--- src/rtl/seg7_scan_lookup.sv ---
// Multiplexed seven-segment scanner with BCD glyph lookup,
// frame-synchronous shadow loading, leading-zero blanking and dead time.
module seg7_scan_lookup #(
    parameter int NUM_DIGITS  = 6,
    parameter int SCAN_DIV    = 50000,
    parameter int BLANK_CYC   = 4,
    parameter int SEG_ACT_LOW = 1,
    parameter int AN_ACT_LOW  = 1
) (
    input  logic                          clk,
    input  logic                          rst_n,
    input  logic [4*NUM_DIGITS-1:0]       bcd_in,
    input  logic [NUM_DIGITS-1:0]         dp_in,
    input  logic                          load,
    input  logic                          lz_en,
    output logic [6:0]                    seg,
    output logic                          dp,
    output logic [NUM_DIGITS-1:0]         an,
    output logic [$clog2(NUM_DIGITS)-1:0] digit_idx,
    output logic                          frame_start
);

    localparam int IW = $clog2(NUM_DIGITS);
    localparam int DW = $clog2(SCAN_DIV);
    localparam int BW = 4 * NUM_DIGITS;

    localparam logic [DW-1:0] DIV_MAX = DW'(SCAN_DIV - 1);
    localparam logic [DW-1:0] DIV_BLK = DW'(BLANK_CYC);
    localparam logic [IW-1:0] IDX_MAX = IW'(NUM_DIGITS - 1);

    localparam logic [6:0]            SEG_INV = (SEG_ACT_LOW != 0) ? 7'h7F : 7'h00;
    localparam logic                  DP_INV  = (SEG_ACT_LOW != 0);
    localparam logic [NUM_DIGITS-1:0] AN_INV  =
        (AN_ACT_LOW != 0) ? {NUM_DIGITS{1'b1}} : {NUM_DIGITS{1'b0}};

    if (NUM_DIGITS < 2 || NUM_DIGITS > 8) begin : g_bad_digits
        $error("NUM_DIGITS must be in 2..8");
    end
    if (SCAN_DIV < 4) begin : g_bad_div
        $error("SCAN_DIV must be at least 4");
    end
    if (BLANK_CYC >= SCAN_DIV) begin : g_bad_blank
        $error("BLANK_CYC must be less than SCAN_DIV");
    end

    logic [DW-1:0]         r_div;
    logic [IW-1:0]         r_idx;
    logic                  r_started;
    logic [BW-1:0]         r_pend_bcd;
    logic [NUM_DIGITS-1:0] r_pend_dp;
    logic                  r_pend_valid;
    logic [BW-1:0]         r_act_bcd;
    logic [NUM_DIGITS-1:0] r_act_dp;
    logic [6:0]            r_seg;
    logic                  r_dp;
    logic [NUM_DIGITS-1:0] r_an;

    logic                  w_div_wrap;
    logic                  w_frame_wrap;
    logic                  w_dead;
    logic [3:0]            w_nib;
    logic                  w_dp_bit;
    logic [NUM_DIGITS-1:0] w_blank;
    logic                  w_zero_run;
    logic [NUM_DIGITS-1:0] w_an_raw;
    logic [6:0]            w_glyph;

    function automatic logic [6:0] f_glyph(input logic [3:0] i_d);
        logic [6:0] v;
        case (i_d)
            4'h0:    v = 7'h3F;
            4'h1:    v = 7'h06;
            4'h2:    v = 7'h5B;
            4'h3:    v = 7'h4F;
            4'h4:    v = 7'h66;
            4'h5:    v = 7'h6D;
            4'h6:    v = 7'h7D;
            4'h7:    v = 7'h07;
            4'h8:    v = 7'h7F;
            4'h9:    v = 7'h6F;
            4'hF:    v = 7'h40;
            default: v = 7'h00;
        endcase
        return v;
    endfunction

    assign w_div_wrap   = (r_div == DIV_MAX);
    assign w_frame_wrap = w_div_wrap && (r_idx == IDX_MAX);
    assign w_dead       = (r_div < DIV_BLK);

    always_comb begin
        w_nib    = 4'h0;
        w_dp_bit = 1'b0;
        w_an_raw = '0;
        for (int i = 0; i < NUM_DIGITS; i++) begin
            if (IW'(i) == r_idx) begin
                w_nib       = r_act_bcd[i*4 +: 4];
                w_dp_bit    = r_act_dp[i];
                w_an_raw[i] = !w_dead;
            end
        end
    end

    // Walk from the most significant digit down while digits stay zero.
    always_comb begin
        w_blank    = '0;
        w_zero_run = 1'b1;
        for (int k = NUM_DIGITS - 1; k >= 0; k--) begin
            w_zero_run = w_zero_run && (r_act_bcd[k*4 +: 4] == 4'h0);
            w_blank[k] = lz_en && w_zero_run && (k != 0);
        end
    end

    always_comb begin
        w_glyph = f_glyph(w_nib);
        for (int i = 0; i < NUM_DIGITS; i++) begin
            if (IW'(i) == r_idx && w_blank[i]) begin
                w_glyph = 7'h00;
            end
        end
    end

    always_ff @(posedge clk or negedge rst_n) begin
        if (!rst_n) begin
            r_div     <= '0;
            r_idx     <= '0;
            r_started <= 1'b0;
        end else begin
            r_div <= w_div_wrap ? '0 : r_div + DW'(1);
            if (w_div_wrap) begin
                r_idx <= (r_idx == IDX_MAX) ? '0 : r_idx + IW'(1);
            end
            if (w_frame_wrap) begin
                r_started <= 1'b1;
            end
        end
    end

    // Active data only changes at the frame boundary.
    always_ff @(posedge clk or negedge rst_n) begin
        if (!rst_n) begin
            r_pend_bcd   <= '0;
            r_pend_dp    <= '0;
            r_pend_valid <= 1'b0;
            r_act_bcd    <= '0;
            r_act_dp     <= '0;
        end else begin
            if (w_frame_wrap && r_pend_valid) begin
                r_act_bcd <= r_pend_bcd;
                r_act_dp  <= r_pend_dp;
            end
            if (load) begin
                r_pend_bcd   <= bcd_in;
                r_pend_dp    <= dp_in;
                r_pend_valid <= 1'b1;
            end else if (w_frame_wrap) begin
                r_pend_valid <= 1'b0;
            end
        end
    end

    always_ff @(posedge clk or negedge rst_n) begin
        if (!rst_n) begin
            r_seg <= SEG_INV;
            r_dp  <= DP_INV;
            r_an  <= AN_INV;
        end else begin
            r_seg <= w_glyph ^ SEG_INV;
            r_dp  <= w_dp_bit ^ DP_INV;
            r_an  <= w_an_raw ^ AN_INV;
        end
    end

    assign seg         = r_seg;
    assign dp          = r_dp;
    assign an          = r_an;
    assign digit_idx   = r_idx;
    assign frame_start = r_started && (r_div == '0) && (r_idx == '0);

endmodule

--- config.mk ---
export PLATFORM = sky130hd
export DESIGN_NAME = seg7_scan_lookup
export DESIGN_NICKNAME = d
export VERILOG_FILES = /design/src/rtl/seg7_scan_lookup.sv
export SDC_FILE = /design/constraint.sdc
export NUM_CORES = 1
export LEC_CHECK = 0
export CORE_ASPECT_RATIO = 0.9
export CORE_UTILIZATION = 50
export DETAILED_ROUTE_END_ITERATION = 10
export GPL_ROUTABILITY_DRIVEN = 0
export GPL_TIMING_DRIVEN = 0
export PLACE_DENSITY = 0.73
export SYNTH_ARGS = -nofsm -noshare
export SYNTH_HDL_FRONTEND = slang
export SYNTH_SLANG_ARGS = --single-unit
--- constraint.sdc ---
create_clock -name clk -period 4.23 [get_ports clk]
set_clock_uncertainty 0.15 [all_clocks]
set_input_delay 0.846 -clock clk [delete_from_list [all_inputs] [get_ports clk]]
set_output_delay 0.846 -clock clk [all_outputs]
set_load 0.02 [all_outputs]
==> results of run 1 <==
-- worst max path at each step --
stage,to,from,cells past startpoint
after floorplan,seg[4]$_DFF_PN1_,digit_idx[0]$_DFFE_PN0N_,12
after global placement,r_pend_bcd[19]$_DFFE_PN0P_,rst_n,1
after detailed placement,seg[4]$_DFF_PN1_,digit_idx[0]$_DFFE_PN0N_,12
after CTS,seg[4]$_DFF_PN1_,digit_idx[0]$_DFFE_PN0N_,12
after global routing,seg[5]$_DFF_PN1_,digit_idx[0]$_DFFE_PN0N_,12
final,seg[4]$_DFF_PN1_,digit_idx[0]$_DFFE_PN0N_,12
-- critical path, cell delays in order (launching register included) --
cell and delay [ns]:
dfrtp_1 0.37, buf_2 0.20, buf_2 0.25, buf_1 0.40, and2_1 0.20, ha_1 0.25
nor2b_1 0.10, a21boi_0 0.15, o41ai_2 0.70, inv_1 0.24, ha_1 0.26, mux2_2 0.27
o211ai_1 0.18
-- cell usage after synthesis, drive strengths merged, types with 2 or more instances --
cell type	instances	share of area
nand2b	3	0.0042
clkbuf	5	0.0042
nand4	4	0.0056
buf	12	0.023
and3	3	0.0042
o21ai	13	0.015
a31oi	2	0.0028
a21oi	6	0.0067
ha	9	0.025
dfstp	14	0.083
mux2	66	0.19
nor2b	4	0.0056
nor2	20	0.017
nand3	15	0.017
or4	3	0.0059
and2	3	0.0042
mux2i	10	0.022
xnor2	5	0.0098
xor2	10	0.020
dfrtp	81	0.46
nor3	5	0.0056
inv	14	0.012
nand2	11	0.0093
nor4	4	0.0090
o211ai	4	0.0067
-- final cells by class --
type                            count  share of cell area
Sequential cell                    95               0.443
Clock buffer                       11              0.0262
Tap cell                          119              0.0276
Multi-Input combinational cell    217               0.348
Buffer                             17              0.0222
Inverter                           14             0.00972
Timing Repair Buffer               52              0.0991
Clock inverter                      5              0.0238
-- cell usage in the layout, fill, tap and decap left out, types with 9 or more instances in the layout --
cell type	n
mux2_2	36
ha_1	9
clkdlybuf4s50_1	50
xor2_1	10
inv_1	14
dfstp_2	14
nor2_1	20
nand2_1	11
dfrtp_1	81
nand3_1	15
mux2_4	30
o21ai_0	13
mux2i_1	10
clkbuf_8	10
-- metal layers --
| layer | wire (µm) | share of wire | up-vias | global-route usage |
|---|---|---|---|---|
| met4 | 80 | 0.0098 | 0 | 0.0616 |
| met1 | 3950 | 0.48 | 1379 | 0.276 |
| li1 | - | - | 1330 | - |
| met3 | 347 | 0.043 | 7 | 0.0446 |
| met5 | 0 | 0 | - | 0 |
| met2 | 3780 | 0.46 | 77 | 0.302 |
-- metrics by stage --
stage	setup TNS, ns	std cells
after global routing	0	530
after detailed placement	0	514
final	0	530
after global placement	-95.52	513
after floorplan	0	343
after CTS	0	530
-- cell families after synthesis --
logic type / count (synthesis)
adders and majority gates: 9
AOI/OAI and AO/OA: 37
and+or+nand+nor: 80
xor gates and xnor gates: 15
DFF: 95
buffers and inverters: 31
muxes: 76
-- state kept, by name, summed over array words and instances, names as in the netlist --
name          cells
r_pend_valid      1
digit_idx         3
r_started         1
r_pend_bcd       24
an                6
r_div            16
r_act_dp          6
dp                1
r_act_bcd        24
r_pend_dp         6
seg               7
-- report_power, final --
part | internal (µW) | switching [µW]
clock | 471 | 305
sequential | 937 | 15.9
combinational | 55.7 | 33.8
==> flow_metrics.py, run 1 <==
metrics = {
    "worst_setup_path": {
        "critical_path_arrival_ns": 3.93,
        "rr_worst_depth": 12,
        "crit_fanout": 10,
        "path_class": "register to register",
        "reg2reg_slack_ns": 0.42,
        "worstReg2RegStart": "digit_idx[0]$_DFFE_PN0N_",
        "end_kind": "register",
        "r2r-end": "seg[4]$_DFF_PN1_",
        "required_ns": 4.35,
        "startpoint_type": "register",
    },
    "floorplan": {
        "fp.dieW_um": 101,
        "num_io_pins": 52,
        "core_area_um2": 8610,
        "fp.dieH_um": 91.5,
        "fp.dieArea_um2": 9280,
        "rows": 32,
        "start_util": 0.517,
    },
    "clocking": {
        "post_cts_resized": 0,
        "clock_path_buffers": 2,
        "clock_sinks": 95,
        "htree_levels": 3,
        "postCtsHoldBufs": 0,
        "root_buffer": "clkbuf_8",
        "cts_tree": "yes",
        "numCtsBuffers": 9,
        "insertion_delay_ns": 0.36,
        "post_cts_buffers": 0,
        "path_clk_slew_ns": 0.09,
    },
    "detailed_routing": {
        "antenna_left": 0,
        "viasPerCell": 5.27,
        "dr_total_vias": 2793,
        "drt_iter0_markers": 154,
        "drcViolationCount": 0,
        "detail_route.first_pass.iterations": 4,
        "wl_per_cell_um": 15.4,
        "wirelength_mm": 8.16,
    },
    "cells_and_area": {
        "finalNetCount": 449,
        "n_antenna_cell": 0,
        "stdcell_area_um2": 5400,
        "multi_input_area_um2": 1880,
        "n_fill_cell": 694,
        "syn2layout_area_growth_pct": 21.5,
        "drive_above_1_share": 0.275,
        "postLayoutCoreUtil": 0.628,
        "seqCellArea_um2": 2390,
    },
    "logic_synthesis": {
        "synthAdderAreaFrac": 0.0253,
        "yosys_warnings": 0,
        "synth.distinct_cells": 48,
        "synth-seq-cells": 95,
        "synth-edff-count": 0,
        "synth_compound_area_frac": 0.0562,
        "ys_async_sr_fraction": 1.00,
        "synth_flop_cell": "dfrtp_1",
        "netlist_area_um2": 4450,
        "synth_xor_area_frac": 0.0295,
        "syn_avg_cell_area_um2": 13.0,
        "synth-seq-area-share": 0.538,
        "yosys.area_share.simple": 0.0970,
        "syn_inst": 343,
        "synthMuxAreaShare": 0.215,
        "synth_top_family_by_area": "multiplexers",
        "synth.net_count": 386,
    },
    "timing": {
        "worst_pin_slew_ns": 0.710,
        "final-setup-viol-count": 0,
        "maxSlewViolCount": 0,
        "grt_setup_unrepaired": "false",
        "min_period_over_period": 0.901,
        "min_period_ns": 3.81,
        "setup_ws_ns": 0.419,
        "fmax_mhz": 262,
        "hold_ws_ns": 0.229,
        "hold_viol": 0,
        "relSlewSlack": 0.522,
    },
    "placed_design": {
        "port_buffers": 51,
        "dp_hpwl_mm": 5.88,
        "dpl_cell_area_um2": 5130,
        "post-place-ws_ns": 0.436,
    },
    "outcome": {
        "status": "finished, final reports clean",
    },
    "global_routing": {
        "antenna_found_initial": 0,
        "grt_pass1_vias": 2824,
        "gr-total-overflow": 0,
        "grt_max_degree": 70,
        "grt_pass1_wl_mm": 13.9,
        "grt_usage": 0.197,
    },
    "power": {
        "p_leak_uw": 0.00235,
        "power.density_nw_per_um2": 336,
        "p_total_uw": 1820,
        "ir_worst_vdd_v": 0.000305,
    },
    "flow_run": {
        "drv_cap": 0,
    },
    "worst_hold_path": {
        "hold_class": "input pin to async pin",
    },
}
(Power assumes the default switching activity.)
==> run 2: changes to the inputs <==
Settings changed: CTS_CLUSTER_SIZE from default to 30.
==> results of run 2 <==
The final DEF is identical to that of run 1; final timing and power are the same.
